**config.mk**
```make
export PLATFORM = sky130hd
export DESIGN_NAME = lampfpu_sqrt_post_flat
export DESIGN_NICKNAME = d
export VERILOG_FILES = /design/src/rtl/lampfpu_sqrt_post_if.sv /design/src/rtl/lampfpu_sqrt_post.sv /design/src/flat_wrapper.sv
export SDC_FILE = /design/constraint.sdc
export NUM_CORES = 1
export LEC_CHECK = 0
export CORE_ASPECT_RATIO = 1.75
export CORE_UTILIZATION = 49
export DETAILED_ROUTE_END_ITERATION = 7
export PLACE_DENSITY = 0.81
export SLEW_MARGIN = 10
export SYNTH_ARGS = -nofsm -noshare
export SYNTH_HDL_FRONTEND = slang
export SYNTH_SLANG_ARGS = --single-unit
```
**constraint.sdc**
```tcl
create_clock -name clk -period 4.4 [get_ports clk]
set_input_delay 0.66 -clock clk [delete_from_list [all_inputs] [get_ports clk]]
set_output_delay 0.66 -clock clk [all_outputs]
set_load 0.03 [all_outputs]
```
**src/rtl/lampfpu_sqrt_post_if.sv**
```systemverilog
// Operation descriptor, fraction hand-off and result bundle for the sqrt/invsqrt post-processing stage.
interface lampfpu_sqrt_post_if #(
  parameter int FRAC_DW = 16
);
  logic                     start_i;
  logic                     isInv_i;
  logic signed [7:0]        halfExp_i;
  logic                     sign_i;
  logic                     isZero_i;
  logic                     isInf_i;
  logic                     isNaN_i;
  logic                     fracValid_i;
  logic [FRAC_DW-1:0]       frac_i;
  logic [15:0]              res_o;
  logic                     valid_o;
  logic                     busy_o;
  logic                     invalid_o;
  logic                     divByZero_o;
  logic                     err_o;

  modport master (
    output start_i, isInv_i, halfExp_i, sign_i, isZero_i, isInf_i, isNaN_i, fracValid_i, frac_i,
    input  res_o, valid_o, busy_o, invalid_o, divByZero_o, err_o
  );

  modport slave (
    input  start_i, isInv_i, halfExp_i, sign_i, isZero_i, isInf_i, isNaN_i, fracValid_i, frac_i,
    output res_o, valid_o, busy_o, invalid_o, divByZero_o, err_o
  );
endinterface

```
**src/rtl/lampfpu_sqrt_post.sv**
```systemverilog
// Sqrt / inverse-sqrt post-processing: resolves special operands, waits for the Q1.15 fraction
// (with watchdog), normalises, rounds to nearest-even and packs a bfloat16 result.
module lampfpu_sqrt_post #(
  parameter int FRAC_DW  = 16,
  parameter int WDOG_CYC = 32
) (
  input logic                clk,
  input logic                rst,
  lampfpu_sqrt_post_if.slave bus
);

  localparam int          CNT_W     = (WDOG_CYC > 1) ? $clog2(WDOG_CYC) : 1;
  localparam logic [CNT_W-1:0] WDOG_LAST = CNT_W'(WDOG_CYC - 1);
  localparam logic [15:0] QNAN      = 16'h7FC0;
  localparam logic [15:0] PINF      = 16'h7F80;

  typedef enum logic [1:0] {IDLE, SPEC, WAIT, RND} state_t;

  typedef struct packed {
    logic [15:0] res;
    logic        invalid;
    logic        dbz;
    logic        err;
  } result_t;

  state_t             state_q, state_d;
  logic [CNT_W-1:0]   cnt_q, cnt_d;
  logic               isInv_q;
  logic signed [7:0]  halfExp_q;
  logic [FRAC_DW-1:0] frac_q;
  result_t            out_q, out_d;
  logic               valid_q;
  logic               upd;
  logic               special_in;

  function automatic result_t special_result(input logic inv, input logic sgn, input logic zero,
                                             input logic inf, input logic nan);
    result_t r;
    r = '0;
    if (nan) begin
      r.res = QNAN;
    end else if (zero) begin
      r.res = inv ? {sgn, PINF[14:0]} : {sgn, 15'd0};
      r.dbz = inv;
    end else if (sgn) begin
      r.res     = QNAN;
      r.invalid = 1'b1;
    end else begin
      r.res = inv ? 16'h0000 : PINF;
    end
    // inf is the only class left here; its result is fixed above
    if (inf) r.err = 1'b0;
    return r;
  endfunction

  function automatic result_t round_result(input logic inv, input logic signed [7:0] k,
                                           input logic [FRAC_DW-1:0] f);
    result_t           r;
    logic signed [9:0] e;
    logic signed [9:0] be;
    logic [6:0]        mant;
    logic [7:0]        msum;
    logic              guard;
    logic              sticky;
    r = '0;
    e = {{2{k[7]}}, k};
    if (inv) e = -e;
    if (f[FRAC_DW-1]) begin
      mant   = f[FRAC_DW-2 -: 7];
      guard  = f[FRAC_DW-9];
      sticky = |f[FRAC_DW-10:0];
    end else begin
      mant   = f[FRAC_DW-3 -: 7];
      guard  = f[FRAC_DW-10];
      sticky = |f[FRAC_DW-11:0];
      e      = e - 10'sd1;
    end
    msum = {1'b0, mant} + {7'd0, guard & (sticky | mant[0])};
    if (msum[7]) begin
      mant = 7'd0;
      e    = e + 10'sd1;
    end else begin
      mant = msum[6:0];
    end
    be = e + 10'sd127;
    if (f[FRAC_DW-1 -: 2] == 2'b00) begin
      r.res = QNAN;
      r.err = 1'b1;
    end else if (be >= 10'sd255) begin
      r.res = PINF;
    end else if (be <= 10'sd0) begin
      r.res = 16'h0000;
    end else begin
      r.res = {1'b0, be[7:0], mant};
    end
    return r;
  endfunction

  assign special_in = bus.isNaN_i | bus.isZero_i | bus.isInf_i | bus.sign_i;

  always_ff @(posedge clk) begin
    if (rst) begin
      state_q <= IDLE;
      cnt_q   <= '0;
      valid_q <= 1'b0;
      out_q   <= '0;
    end else begin
      state_q <= state_d;
      cnt_q   <= cnt_d;
      valid_q <= upd;
      if (upd) out_q <= out_d;
    end
  end

  always_ff @(posedge clk) begin
    if (state_q == IDLE && bus.start_i) begin
      isInv_q   <= bus.isInv_i;
      halfExp_q <= bus.halfExp_i;
    end
    if (state_q == WAIT && bus.fracValid_i) frac_q <= bus.frac_i;
  end

  always_comb begin
    state_d = state_q;
    cnt_d   = cnt_q;
    case (state_q)
      IDLE: if (bus.start_i) begin
        state_d = special_in ? SPEC : WAIT;
        cnt_d   = '0;
      end
      SPEC: state_d = IDLE;
      WAIT: begin
        if (bus.fracValid_i)        state_d = RND;
        else if (cnt_q == WDOG_LAST) state_d = IDLE;
        else                         cnt_d = cnt_q + CNT_W'(1);
      end
      RND:     state_d = IDLE;
      default: state_d = IDLE;
    endcase
  end

  // Result registers load on the edge that produces a result, so valid_o is a one-cycle strobe
  always_comb begin
    upd   = 1'b0;
    out_d = '0;
    case (state_q)
      IDLE: if (bus.start_i && special_in) begin
        upd   = 1'b1;
        out_d = special_result(bus.isInv_i, bus.sign_i, bus.isZero_i, bus.isInf_i, bus.isNaN_i);
      end
      WAIT: if (!bus.fracValid_i && cnt_q == WDOG_LAST) begin
        upd       = 1'b1;
        out_d.res = QNAN;
        out_d.err = 1'b1;
      end
      RND: begin
        upd   = 1'b1;
        out_d = round_result(isInv_q, halfExp_q, frac_q);
      end
      default: ;
    endcase
  end

  assign bus.res_o       = out_q.res;
  assign bus.invalid_o   = out_q.invalid;
  assign bus.divByZero_o = out_q.dbz;
  assign bus.err_o       = out_q.err;
  assign bus.valid_o     = valid_q;
  assign bus.busy_o      = (state_q != IDLE);

endmodule

```
**src/flat_wrapper.sv**
```systemverilog
// flat-port wrapper written by rule: the top's interface ports become plain ports
module lampfpu_sqrt_post_flat 
#(
  parameter int FRAC_DW  = 16,
  parameter int WDOG_CYC = 32
)
  (clk, rst, bus_start_i, bus_isInv_i, bus_halfExp_i, bus_sign_i, bus_isZero_i, bus_isInf_i, bus_isNaN_i, bus_fracValid_i, bus_frac_i, bus_res_o, bus_valid_o, bus_busy_o, bus_invalid_o, bus_divByZero_o, bus_err_o);
  lampfpu_sqrt_post_if #(.FRAC_DW(FRAC_DW)) bus_i ();
  input logic clk;
  input logic rst;
  input wire logic [$bits(bus_i.start_i)-1:0] bus_start_i;
  input wire logic [$bits(bus_i.isInv_i)-1:0] bus_isInv_i;
  input wire logic [$bits(bus_i.halfExp_i)-1:0] bus_halfExp_i;
  input wire logic [$bits(bus_i.sign_i)-1:0] bus_sign_i;
  input wire logic [$bits(bus_i.isZero_i)-1:0] bus_isZero_i;
  input wire logic [$bits(bus_i.isInf_i)-1:0] bus_isInf_i;
  input wire logic [$bits(bus_i.isNaN_i)-1:0] bus_isNaN_i;
  input wire logic [$bits(bus_i.fracValid_i)-1:0] bus_fracValid_i;
  input wire logic [$bits(bus_i.frac_i)-1:0] bus_frac_i;
  output wire logic [$bits(bus_i.res_o)-1:0] bus_res_o;
  output wire logic [$bits(bus_i.valid_o)-1:0] bus_valid_o;
  output wire logic [$bits(bus_i.busy_o)-1:0] bus_busy_o;
  output wire logic [$bits(bus_i.invalid_o)-1:0] bus_invalid_o;
  output wire logic [$bits(bus_i.divByZero_o)-1:0] bus_divByZero_o;
  output wire logic [$bits(bus_i.err_o)-1:0] bus_err_o;
  assign bus_i.start_i = bus_start_i;
  assign bus_i.isInv_i = bus_isInv_i;
  assign bus_i.halfExp_i = bus_halfExp_i;
  assign bus_i.sign_i = bus_sign_i;
  assign bus_i.isZero_i = bus_isZero_i;
  assign bus_i.isInf_i = bus_isInf_i;
  assign bus_i.isNaN_i = bus_isNaN_i;
  assign bus_i.fracValid_i = bus_fracValid_i;
  assign bus_i.frac_i = bus_frac_i;
  assign bus_res_o = bus_i.res_o;
  assign bus_valid_o = bus_i.valid_o;
  assign bus_busy_o = bus_i.busy_o;
  assign bus_invalid_o = bus_i.invalid_o;
  assign bus_divByZero_o = bus_i.divByZero_o;
  assign bus_err_o = bus_i.err_o;
  lampfpu_sqrt_post #(.FRAC_DW(FRAC_DW), .WDOG_CYC(WDOG_CYC)) u_core (.clk(clk), .rst(rst), .bus(bus_i));
endmodule
```
# Word-level counts from Yosys, hierarchy flattened
# Cells that the tools add are included.
# Widths: inputs -> output; s select.
[classes]
n_lt_le_gt_ge = 2
n_reduce_logical = 14
n_mux = 43
addsub = 6
n_mul = 0
bitwise = 5
div_mod_pow = 0
n_eq_ne = 8
n_shift = 0
[ops]
columns = ["cell", "count"]
rows = [
  ["$mux 15", 6],
  ["$mux 10", 6],
  ["$mux 16", 3],
  ["$pmux 16 s3", 1],
  ["$mux 7", 3],
  ["$mux 19", 1],
  ["$mux 5", 3],
  ["$mux 2", 6],
  ["$add 10x2->10 const B", 1],
  ["$add 10x8->10 const B", 1],
  ["$ge 10x9->1 const B", 1],
  ["$le 10x1->1 const B", 1],
  ["$mux 1", 10],
  ["$neg 8->10", 1],
  ["$pmux 5 s2", 1],
  ["$sub 10x2->10 const B", 1],
  ["$add 7x1->8", 1],
  ["$reduce_or 7->1", 1],
  ["$ne 2x2->1 const B", 3],
  ["$pmux 1 s3", 2],
  ["$pmux 2 s3", 1],
  ["$reduce_or 6->1", 1],
  ["$add 5x1->5 const B", 1],
  ["$eq 5x5->1 const B", 1],
  ["12 further kinds", 21],
]
[word_totals]
latchBits = 0
ram_bits = 0
wordCells = 88
output_inout_bits = 21
n_memories = 0
register_bits = 52
romBits = 0
inputBits = 33

# Logic depth before layout (Yosys ltp)
# Gate-level depths: netlist (run 1).
[depth]
word_depth = 15
ltp_mapped = 17
mapped_depth_nobuf = 15

# Worst setup path before layout (run 1)
# OpenSTA, ideal clock, no wires.
[synth_timing]
kind = "register to register"
start = "register u_core.halfExp_q[0]"
end = "register u_core.out_q (netlist bit u_core.bus.res_o[10])"
setup_slack_ps = 262
path_buffers = 2
setup_ps = 120
arrival_ps = 4019
synth_period_minus_slack_ps = 4138
required_ps = 4280
path_stages_with_launch = 18
cell_sequence = "edfxtp_1 buf_2 inv_1 ha_1 mux2_2 xor2_1 ha_1 clkbuf_1 or2_2 a211oi_1 o2111ai_1 nor2_1 nor4b_1 o21ai_0 and3_4 or4_4 o211a_1 a211o_1"
[synth_between]
elab_chain_cells = 15
elab_cells_between_ends = 16
classes_between = "add/sub (4); order compare (2); mux (10)"
[synth_lines]
columns = ["item", "line_no", "rtl"]
rows = [
  ["start, declared", "lampfpu_sqrt_post.sv:29", "logic signed [7:0] halfExp_q;"],
  ["start signal, assigned", "lampfpu_sqrt_post.sv:118", "halfExp_q <= bus.halfExp_i;"],
  ["$neg 8->10", "lampfpu_sqrt_post.sv:67", "if (inv) e = -e;"],
  ["$mux 10 (*)", "lampfpu_sqrt_post.sv:67", ""],
  ["$mux 10 (*)", "lampfpu_sqrt_post.sv:146", "case (state_q)"],
  ["$sub 10x2->10", "lampfpu_sqrt_post.sv:76", "e = e - 10'sd1;"],
  ["$mux 10 (*)", "lampfpu_sqrt_post.sv:68", "if (f[FRAC_DW-1]) begin"],
  ["$mux 10 (*)", "lampfpu_sqrt_post.sv:146", ""],
  ["$add 10x2->10", "lampfpu_sqrt_post.sv:81", "e = e + 10'sd1;"],
  ["$mux 10 (*)", "lampfpu_sqrt_post.sv:79", "if (msum[7]) begin"],
  ["$mux 10 (*)", "lampfpu_sqrt_post.sv:146", ""],
  ["$add 10x8->10 (*)", "lampfpu_sqrt_post.sv:85", "be = e + 10'sd127;"],
  ["$le 10x1->1", "lampfpu_sqrt_post.sv:91", "end else if (be <= 10'sd0) begin"],
  ["$mux 15", "lampfpu_sqrt_post.sv:91", ""],
  ["$mux 15 (*)", "lampfpu_sqrt_post.sv:89", "end else if (be >= 10'sd255) begin"],
  ["$mux 16 (*)", "lampfpu_sqrt_post.sv:86", "if (f[FRAC_DW-1 -: 2] == 2'b00) begin"],
  ["$pmux 16 s3 (*)", "lampfpu_sqrt_post.sv:146", ""],
  ["end signal, assigned", "lampfpu_sqrt_post.sv:111", "if (upd) out_q <= out_d;"],
  ["end, declared", "lampfpu_sqrt_post.sv:31", "result_t out_q, out_d;"],
]
# Every way passes the cells marked *; elsewhere a longest branch is shown, timed or not. The select of a mux whose other input is x is not followed.
# A chain may end at the register's enable or synchronous reset.

# Worst setup path in the final report (run 1)
[layout_timing]
start = "register u_core.halfExp_q[1]"
end = "register u_core.out_q (netlist bit u_core.bus.res_o[7])"
# The elaborated chain is that of the path after synthesis.

==> results of run 1 <==
placed cells by master (no fill, tap or decap), types with 3 or more instances in the layout:
master	instances
clkdlybuf4s50_1	53
nor2_1	29
dfxtp_1	27
a21oi_1	26
nand2_1	25
edfxtp_1	25
o21ai_0	18
xnor2_1	14
xor2_1	13
mux2i_1	13
nor3_1	12
nand3_1	10
or3_1	10
inv_1	9
nor2b_1	9
nand2b_1	8
o31ai_1	8
o21a_1	6
ha_1	6
buf_4	6
nand4_1	5
or2_2	5
a211oi_1	5
a211o_1	5
clkbuf_16	5
mux2_2	4
o2111ai_1	4
nor4_1	4
o211ai_1	4
and3_1	3
and2_1	3
o22ai_1	3
o211a_1	3
a31oi_1	3
critical path, stage by stage, from the launching register on:
cell and delay (ns):
edfxtp_1 0.45, inv_1 0.08, ha_1 0.22, mux2_2 0.31, or3_1 0.33, o21ai_1 0.37
o2111ai_2 0.25, or3_4 0.41, or3_1 0.40, and3_4 0.20, or4_4 0.52, o211a_1 0.25
a211o_1 0.30
registers in the layout, summed over array words and instances, names as in the netlist:
register / flops
u_core.bus.invalid_o: 1
u_core.bus.res_o: 16
u_core.bus.valid_o: 1
u_core.cnt_q: 5
u_core.isInv_q: 1
u_core.bus.err_o: 1
u_core.state_q: 2
u_core.bus.divByZero_o: 1
u_core.halfExp_q: 8
u_core.frac_q: 16
how the worst max path moves through the flow:
stage,start,slack (ns),end,depth (start not counted)
4_1_cts,u_core.halfExp_q[1]$_DFFE_PP_,0.05,u_core.bus.res_o[7]$_SDFFE_PP0P_,15
3_3_place_gp,u_core.halfExp_q[1]$_DFFE_PP_,0.18,u_core.bus.res_o[10]$_SDFFE_PP0P_,15
2_1_floorplan,u_core.halfExp_q[0]$_DFFE_PP_,0.26,u_core.bus.res_o[10]$_SDFFE_PP0P_,17
5_1_grt,u_core.halfExp_q[1]$_DFFE_PP_,0.03,u_core.bus.res_o[7]$_SDFFE_PP0P_,12
6_report,u_core.halfExp_q[1]$_DFFE_PP_,0.21,u_core.bus.res_o[7]$_SDFFE_PP0P_,12
3_5_place_dp,u_core.halfExp_q[1]$_DFFE_PP_,0.06,u_core.bus.res_o[7]$_SDFFE_PP0P_,15
metal layers:
layer / GRT usage (%) / share of wire (%)
met3: 3.35 / 2.8
met4: 14.2 / 4.6
met1: 25.2 / 38
met5: 0 / 0
met2: 43.3 / 55
metrics by stage:
stage / util [%] / power, mW
floorplan: - / 0.713
global placement: 60.8 / 0.796
detailed placement: 60.8 / 0.801
CTS: 63.0 / 1.19
global route: 63.3 / 1.24
finish: 63.3 / 1.19
power groups by stage:
stage          registers [mW]  logic (mW)  clock network [mW]
2_1_floorplan           0.561       0.152                   0
3_3_place_gp            0.550       0.246                   0
3_5_place_dp            0.550       0.250                   0
4_1_cts                 0.540       0.252               0.399
5_1_grt                 0.542       0.280               0.418
6_report                0.540       0.257               0.395
what timing repair did:
| action | CTS | global route |
|---|---|---|
| setup buffers | 0 | 1 |
| endpoints found under the hold margin | 0 | 0 |
| setup endpoints to repair | 0 | 12 |
| gates resized for setup | 0 | 3 |
logic make-up after synthesis:
| logic type | synth area share, % |
|---|---|
| adder cells (fa/ha/maj) | 2.58 |
| AND/OR/NAND/NOR | 23.2 |
| buffers and inverters | 2.95 |
| multiplexers | 5.17 |
| flip-flops | 38.1 |
| XOR/XNOR | 6.97 |
| AO/OA/AOI/OAI | 21.0 |
layout make-up:
cell class                      instances  area share [%]
Sequential cell                        52            31.0
Timing Repair Buffer                   60            13.9
Tap cell                               82            2.46
Inverter                                9           0.811
Multi-Input combinational cell        294            48.2
Clock inverter                          1           0.150
Clock buffer                            7            3.42
==> impl_results.html, run 1 <==
<table>
<tr><th>Metric</th><th>Value</th></tr>
<tr><th colspan="2">STA</th></tr>
<tr><td>Final-report hold violation count</td><td>0</td></tr>
<tr><td>Minimum hold slack</td><td>0.467 ns</td></tr>
<tr><td>Count of pins over their slew limit</td><td>0</td></tr>
<tr><td>Post-route worst setup slack</td><td>0.211 ns</td></tr>
<tr><td>Tightest Pin Transition</td><td>0.759 ns</td></tr>
<tr><td>Setup repair after global routing missed its margin</td><td>no</td></tr>
<tr><td>F_max</td><td>239 MHz</td></tr>
<tr><td>Fraction of the cycle the final worst path needs</td><td>95.2%</td></tr>
<tr><td>Worst-case clock skew</td><td>0.00946 ns</td></tr>
<tr><td>Final-report setup violation count</td><td>0</td></tr>
<tr><td>Minimum period implied by the final worst setup slack</td><td>4.19 ns</td></tr>
<tr><td>Worst max-slew margin expressed relative to the limit</td><td>49.2%</td></tr>
<tr><td>Total Neg Setup Slack</td><td>0 ns</td></tr>
<tr><th colspan="2">GRT</th></tr>
<tr><td>Total Routing Usage GR</td><td>23.9%</td></tr>
<tr><td>Number of antenna violations at the first check in global routing</td><td>0</td></tr>
<tr><td>Via count of the first global-routing pass</td><td>3003</td></tr>
<tr><td>Wire length of the first global-routing pass</td><td>13500 um</td></tr>
<tr><td>Largest net degree at the start of global routing</td><td>23</td></tr>
<tr><td>Congestion Overflow GR</td><td>0</td></tr>
<tr><th colspan="2">Power and ir drop</th></tr>
<tr><td>Power per Cell Area</td><td>286 nW/um^2</td></tr>
<tr><td>Clock network fraction of total power</td><td>33.2%</td></tr>
<tr><td>Worst VDD drop</td><td>0.264 mV</td></tr>
<tr><td>P_int</td><td>0.862 mW</td></tr>
<tr><td>Register share of total power</td><td>45.3%</td></tr>
<tr><td>Leakage power of the design</td><td>1.52 nW</td></tr>
<tr><td>Combinational fraction of design power</td><td>21.5%</td></tr>
<tr><td>Switching power</td><td>0.329 mW</td></tr>
<tr><td>Fraction of power spent switching nets</td><td>27.6%</td></tr>
<tr><th colspan="2">Floorplanning</th></tr>
<tr><td>Horizontal die dimension</td><td>64.9 um</td></tr>
<tr><td>Die Footprint</td><td>7270 um^2</td></tr>
<tr><td>Starting density of the core</td><td>51.5%</td></tr>
<tr><td>Site Rows</td><td>39</td></tr>
<tr><td>Core footprint</td><td>6590 um^2</td></tr>
<tr><td>Floorplan die height</td><td>112 um</td></tr>
<tr><td>IO Pins</td><td>54</td></tr>
<tr><th colspan="2">Clock tree</th></tr>
<tr><td>Number of buffers inserted for hold repair after clock tree synthesis</td><td>0</td></tr>
<tr><td>CTS buffer count</td><td>5</td></tr>
<tr><td>Maximum count of clock buffers along a single path</td><td>2</td></tr>
<tr><td>Sink count of the clock tree</td><td>52</td></tr>
<tr><td>CTS clock-pin slew for the worst setup and hold paths</td><td>0.07 ns</td></tr>
<tr><td>Number of levels in the clock H-tree</td><td>2</td></tr>
<tr><td>Root cell of the clock tree</td><td>clkbuf_16</td></tr>
<tr><td>Clk_lat worst skew</td><td>0.29 ns</td></tr>
<tr><td>Clock tree from TritonCTS</td><td>yes</td></tr>
<tr><th colspan="2">Critical path</th></tr>
<tr><td>Critical path endpoint category</td><td>flop</td></tr>
<tr><td>Data required time of the worst path</td><td>4.58 ns</td></tr>
<tr><td>Startpoint-to-endpoint class of the critical path</td><td>reg2reg</td></tr>
<tr><td>Arrival time of the worst setup path</td><td>4.37 ns</td></tr>
<tr><td>Flop-to-flop setup slack</td><td>0.21 ns</td></tr>
<tr><td>Endpoint of the worst register-to-register path</td><td>u_core.bus.res_o[7]$_SDFFE_PP0P_</td></tr>
<tr><td>Largest fanout of any net on the critical path</td><td>6</td></tr>
<tr><td>Critical Path Source Type</td><td>flop</td></tr>
<tr><td>R2r startpoint</td><td>u_core.halfExp_q[1]$_DFFE_PP_</td></tr>
<tr><td>Worst reg2reg path depth</td><td>12</td></tr>
<tr><th colspan="2">Synth</th></tr>
<tr><td>Most numerous cell in the Yosys netlist</td><td>nor2_1</td></tr>
<tr><td>Post-Synthesis Cell Area</td><td>3390 um^2</td></tr>
<tr><td>Average instance area after synthesis</td><td>9.16 um^2</td></tr>
<tr><td>Biggest area contributors in the synthesized netlist</td><td>edfxtp_1, dfxtp_1, a21oi_1</td></tr>
<tr><td>Number of synthesis warnings</td><td>0</td></tr>
<tr><td>Commonest cells in the netlist</td><td>nor2_1, dfxtp_1, a21oi_1</td></tr>
<tr><td>Flip-flop and latch count after synthesis</td><td>52</td></tr>
<tr><td>Net count after synthesis</td><td>410</td></tr>
<tr><td>Cells after synthesis</td><td>370</td></tr>
<tr><td>Biggest area consumer among synthesized cells</td><td>edfxtp_1</td></tr>
<tr><td>Distinct cell type count after synthesis</td><td>63</td></tr>
<tr><td>Top FF cell, synth</td><td>dfxtp_1</td></tr>
<tr><td>Share of Yosys cell area claimed by the top area cell type</td><td>22.1%</td></tr>
<tr><td>Number of synthesized flops with an enable pin</td><td>25</td></tr>
<tr><td>Async S/R FF share, synth</td><td>0%</td></tr>
<tr><td>Proportion of synthesized chip area in sequential cells</td><td>38.1%</td></tr>
<tr><th colspan="2">Cells and area</th></tr>
<tr><td>Area of combinational cells with multiple inputs</td><td>2010 um^2</td></tr>
<tr><td>Register cell area after layout</td><td>1290 um^2</td></tr>
<tr><td>Ant diodes</td><td>0</td></tr>
<tr><td>Share of post-route cells with drive strength above 1</td><td>8.04%</td></tr>
<tr><td>Area grow syn2layout</td><td>22.9%</td></tr>
<tr><td>Number of inserted filler cells in the final layout</td><td>560</td></tr>
<tr><td>Number of nets in the final layout</td><td>462</td></tr>
<tr><td>Finished layout cell area</td><td>4170 um^2</td></tr>
<tr><td>Post-layout instance count excluding filler cells</td><td>505</td></tr>
<tr><th colspan="2">Route</th></tr>
<tr><td>Total via count after detailed routing</td><td>3069</td></tr>
<tr><td>Drt first pass iters</td><td>4</td></tr>
<tr><td>Antenna viol nets, final</td><td>0</td></tr>
<tr><td>Routed WL</td><td>8240 um</td></tr>
<tr><td>Average vias per placed instance</td><td>6.08</td></tr>
<tr><td>1st-iter DRT viols</td><td>112</td></tr>
<tr><td>Drc violations</td><td>0</td></tr>
<tr><td>Drt wl/cell</td><td>16.3 um</td></tr>
<tr><th colspan="2">Placed design</th></tr>
<tr><td>Placed standard-cell area</td><td>4000 um^2</td></tr>
<tr><td>Cell count after placement</td><td>496</td></tr>
<tr><td>Pre-CTS setup slack</td><td>0.0588 ns</td></tr>
<tr><td>RePlAce Congestion</td><td>0.862</td></tr>
<tr><td>HPWL reported at the end of detailed placement</td><td>6200 um</td></tr>
<tr><td>Count of input and output buffers</td><td>53</td></tr>
<tr><th colspan="2">Hold path</th></tr>
<tr><td>Hold Path Origin</td><td>u_core.bus.err_o$_SDFFE_PP0P_</td></tr>
<tr><td>Min-Delay Path Depth</td><td>2</td></tr>
<tr><td>Worst hold path type</td><td>reg2reg</td></tr>
<tr><td>Terminating pin of the worst hold path</td><td>u_core.bus.err_o$_SDFFE_PP0P_</td></tr>
<tr><th colspan="2">Outcome</th></tr>
<tr><td>Result of the run</td><td>complete, no violations</td></tr>
<tr><th colspan="2">Job</th></tr>
<tr><td>Max-cap check violation count</td><td>0</td></tr>
</table>
Note: power is estimated with default switching activity, not from simulation.
==> run 2, diff against run 1 <==
Settings changed: ABC_CLOCK_PERIOD_IN_PS set to 4400, CORE_MARGIN set to 8.
==> impl_results.html, run 2 (same netlist as run 1, synthesis figures left out) <==
<table>
<tr><th>Metric</th><th>Value</th></tr>
<tr><th colspan="2">Outcome</th></tr>
<tr><td>Result of the run</td><td>complete, no violations</td></tr>
<tr><th colspan="2">Critical path</th></tr>
<tr><td>Arrival time of the worst setup path</td><td>4.35 ns (-0.02 ns)</td></tr>
<tr><td>Largest fanout of any net on the critical path</td><td>6 (unchanged)</td></tr>
<tr><td>Endpoint of the worst register-to-register path</td><td>u_core.bus.res_o[8]$_SDFFE_PP0P_</td></tr>
<tr><td>Critical Path Source Type</td><td>flop</td></tr>
<tr><td>Critical path endpoint category</td><td>flop</td></tr>
<tr><td>Worst reg2reg path depth</td><td>12 (unchanged)</td></tr>
<tr><td>Startpoint-to-endpoint class of the critical path</td><td>reg2reg</td></tr>
<tr><td>R2r startpoint</td><td>u_core.halfExp_q[1]$_DFFE_PP_</td></tr>
<tr><td>Flop-to-flop setup slack</td><td>0.24 ns (+0.03 ns)</td></tr>
<tr><td>Data required time of the worst path</td><td>4.59 ns (about the same)</td></tr>
<tr><th colspan="2">GRT</th></tr>
<tr><td>Largest net degree at the start of global routing</td><td>23 (unchanged)</td></tr>
<tr><td>Via count of the first global-routing pass</td><td>3029 (+0.87%)</td></tr>
<tr><td>Number of antenna violations at the first check in global routing</td><td>0 (unchanged)</td></tr>
<tr><td>Wire length of the first global-routing pass</td><td>13800 um (+2.5%)</td></tr>
<tr><td>Congestion Overflow GR</td><td>0 (unchanged)</td></tr>
<tr><td>Total Routing Usage GR</td><td>17.3% (-6.7 points)</td></tr>
<tr><th colspan="2">STA</th></tr>
<tr><td>Total Neg Setup Slack</td><td>0 ns (unchanged)</td></tr>
<tr><td>Worst-case clock skew</td><td>0.00978 ns (+0.000324 ns)</td></tr>
<tr><td>Minimum hold slack</td><td>0.472 ns (+0.00524 ns)</td></tr>
<tr><td>Tightest Pin Transition</td><td>0.792 ns (+0.0334 ns)</td></tr>
<tr><td>Final-report hold violation count</td><td>0 (unchanged)</td></tr>
<tr><td>Fraction of the cycle the final worst path needs</td><td>94.5% (-0.69 points)</td></tr>
<tr><td>Count of pins over their slew limit</td><td>0 (unchanged)</td></tr>
<tr><td>Final-report setup violation count</td><td>0 (unchanged)</td></tr>
<tr><td>Minimum period implied by the final worst setup slack</td><td>4.16 ns (-0.0302 ns)</td></tr>
<tr><td>Worst max-slew margin expressed relative to the limit</td><td>47.0% (-2.2 points)</td></tr>
<tr><td>F_max</td><td>240 MHz (+0.73%)</td></tr>
<tr><td>Setup repair after global routing missed its margin</td><td>no</td></tr>
<tr><th colspan="2">Clock tree</th></tr>
<tr><td>Clk_lat worst skew</td><td>0.30 ns (about the same)</td></tr>
<tr><td>Clock tree from TritonCTS</td><td>yes</td></tr>
<tr><td>Number of levels in the clock H-tree</td><td>2 (unchanged)</td></tr>
<tr><td>Maximum count of clock buffers along a single path</td><td>2 (unchanged)</td></tr>
<tr><td>CTS clock-pin slew for the worst setup and hold paths</td><td>0.07 ns (about the same)</td></tr>
<tr><td>CTS buffer count</td><td>5 (unchanged)</td></tr>
<tr><td>Sink count of the clock tree</td><td>52 (unchanged)</td></tr>
<tr><td>Number of buffers inserted for hold repair after clock tree synthesis</td><td>0 (unchanged)</td></tr>
<tr><td>Root cell of the clock tree</td><td>clkbuf_16</td></tr>
<tr><th colspan="2">Cells and area</th></tr>
<tr><td>Final standard cell utilization of the core</td><td>61.4% (-1.9 points)</td></tr>
<tr><td>Area grow syn2layout</td><td>23.3%</td></tr>
<tr><td>Number of nets in the final layout</td><td>463 (+0.22%)</td></tr>
<tr><td>Ant diodes</td><td>0 (unchanged)</td></tr>
<tr><td>Leading cell type in the layout, fill and taps excluded</td><td>clkdlybuf4s50_1</td></tr>
<tr><td>Finished layout cell area</td><td>4180 um^2 (+0.30%)</td></tr>
<tr><td>Share of post-route cells with drive strength above 1</td><td>8.25% (+0.22 points)</td></tr>
<tr><td>Most frequent cells in the layout</td><td>clkdlybuf4s50_1, nor2_1, dfxtp_1</td></tr>
<tr><td>Number of inserted filler cells in the final layout</td><td>618 (+10%)</td></tr>
<tr><th colspan="2">Placed design</th></tr>
<tr><td>HPWL reported at the end of detailed placement</td><td>6700 um (+8.0%)</td></tr>
<tr><td>RePlAce Congestion</td><td>0.874 (+1.3%)</td></tr>
<tr><td>Placed standard-cell area</td><td>4010 um^2 (+0.25%)</td></tr>
<tr><td>Count of input and output buffers</td><td>53 (unchanged)</td></tr>
<tr><th colspan="2">Power and ir drop</th></tr>
<tr><td>Worst VDD drop</td><td>0.277 mV (+4.6%)</td></tr>
<tr><td>P_int</td><td>0.864 mW (+0.15%)</td></tr>
<tr><td>Clock network fraction of total power</td><td>33.0% (-0.2 points)</td></tr>
<tr><td>Power per Cell Area</td><td>285 nW/um^2 (-0.31%)</td></tr>
<tr><td>Fraction of power spent switching nets</td><td>27.5% (-0.12 points)</td></tr>
<tr><td>Switching power</td><td>0.328 mW (-0.45%)</td></tr>
<tr><td>Leakage power of the design</td><td>1.52 nW (+0.36%)</td></tr>
<tr><td>Combinational fraction of design power</td><td>21.7% (+0.2 points)</td></tr>
<tr><td>Register share of total power</td><td>45.3% (about the same)</td></tr>
<tr><th colspan="2">Floorplanning</th></tr>
<tr><td>Floorplan die height</td><td>126 um (+12%)</td></tr>
<tr><td>Starting density of the core</td><td>49.8% (-1.7 points)</td></tr>
<tr><td>Horizontal die dimension</td><td>78.9 um (+22%)</td></tr>
<tr><td>IO Pins</td><td>54 (unchanged)</td></tr>
<tr><td>Die Footprint</td><td>9940 um^2 (+37%)</td></tr>
<tr><td>Site Rows</td><td>40 (+2.6%)</td></tr>
<tr><td>Core footprint</td><td>6810 um^2 (+3.3%)</td></tr>
<tr><th colspan="2">Route</th></tr>
<tr><td>Average vias per placed instance</td><td>6.05 (-0.43%)</td></tr>
<tr><td>Total via count after detailed routing</td><td>3074 (+0.16%)</td></tr>
<tr><td>Drt wl/cell</td><td>16.8 um (+3.1%)</td></tr>
<tr><td>Drc violations</td><td>0 (unchanged)</td></tr>
<tr><td>Antenna viol nets, final</td><td>0 (unchanged)</td></tr>
<tr><td>Routed WL</td><td>8550 um (+3.7%)</td></tr>
<tr><td>Drt first pass iters</td><td>4 (unchanged)</td></tr>
<tr><td>1st-iter DRT viols</td><td>191 (+71%)</td></tr>
<tr><th colspan="2">Hold path</th></tr>
<tr><td>Terminating pin of the worst hold path</td><td>u_core.bus.err_o$_SDFFE_PP0P_</td></tr>
<tr><td>Worst hold path type</td><td>reg2reg</td></tr>
<tr><td>Min-Delay Path Depth</td><td>2 (unchanged)</td></tr>
<tr><td>Hold Path Origin</td><td>u_core.bus.err_o$_SDFFE_PP0P_</td></tr>
<tr><th colspan="2">Job</th></tr>
<tr><td>Max-cap check violation count</td><td>0 (unchanged)</td></tr>
</table>
run 2: cell types whose count changed in the layout (fill, tap and decap cells not counted):
cell and delta:
clkbuf_2 -1, buf_4 +2
run 2: power groups by stage:
stage	Sequential [mW]	Clock, mW	Combinational (mW)
final	0.540	0.393	0.258
after global routing	0.542	0.419	0.279
after CTS	0.540	0.401	0.254
after detailed placement	0.550	0	0.253
after global placement	0.550	0	0.248
after floorplan	0.561	0	0.152
run 2: stage by stage:
step                power, mW  worst slack, ns  std cells
detailed placement      0.803           0.0270        499
global placement        0.798            0.179        499
CTS                      1.19           0.0255        507
global route             1.24         0.000594        508
floorplan               0.713            0.262        370
finish                   1.19            0.241        508
run 2: timing repair:
action                                  4_1_cts  5_1_grt
buffers inserted                              0        1
resized for setup                             0        3
endpoints found under the setup margin        0       12
run 2: worst max-delay path by stage:
stage	slack, ns	start	endpoint	cells after the start
3_3_place_gp	0.18	u_core.halfExp_q[1]$_DFFE_PP_	u_core.bus.res_o[10]$_SDFFE_PP0P_	15
4_1_cts	0.03	u_core.halfExp_q[1]$_DFFE_PP_	u_core.bus.res_o[8]$_SDFFE_PP0P_	15
6_report	0.24	u_core.halfExp_q[1]$_DFFE_PP_	u_core.bus.res_o[8]$_SDFFE_PP0P_	12
3_5_place_dp	0.03	u_core.halfExp_q[1]$_DFFE_PP_	u_core.bus.res_o[8]$_SDFFE_PP0P_	15
5_1_grt	0.0006	u_core.halfExp_q[1]$_DFFE_PP_	u_core.bus.res_o[8]$_SDFFE_PP0P_	15
2_1_floorplan	0.26	u_core.halfExp_q[0]$_DFFE_PP_	u_core.bus.res_o[10]$_SDFFE_PP0P_	17
run 2: area by class of cell:
class                           instances  area [um^2]  area share [%]
Timing Repair Buffer                   61          591            14.1
Multi-Input combinational cell        294         2010            48.1
Clock buffer                            7          143            3.41
Clock inverter                          1         6.26           0.150
Inverter                                9         33.8           0.808
Tap cell                               84          105            2.51
Sequential cell                        52         1290            30.9
run 2: metal layers:
layer	wire length, um	up-vias	part of all wire [%]	track usage, %
li1	-	1498	-	-
met1	3140	1461	37	15.5
met2	4630	85	54	32.5
met3	347	30	4.1	3.85
met4	430	0	5.0	11.7
met5	0	-	0	0
run 2: worst max-delay path, stage by stage, from the launching register on:
cell and delay (ns):
edfxtp_1 0.45, inv_1 0.09, ha_1 0.22, mux2_2 0.31, or3_1 0.33, o21ai_1 0.33
o2111ai_2 0.24, or3_4 0.41, or3_1 0.41, and3_4 0.20, or4_4 0.52, o211a_1 0.25
a211o_1 0.30
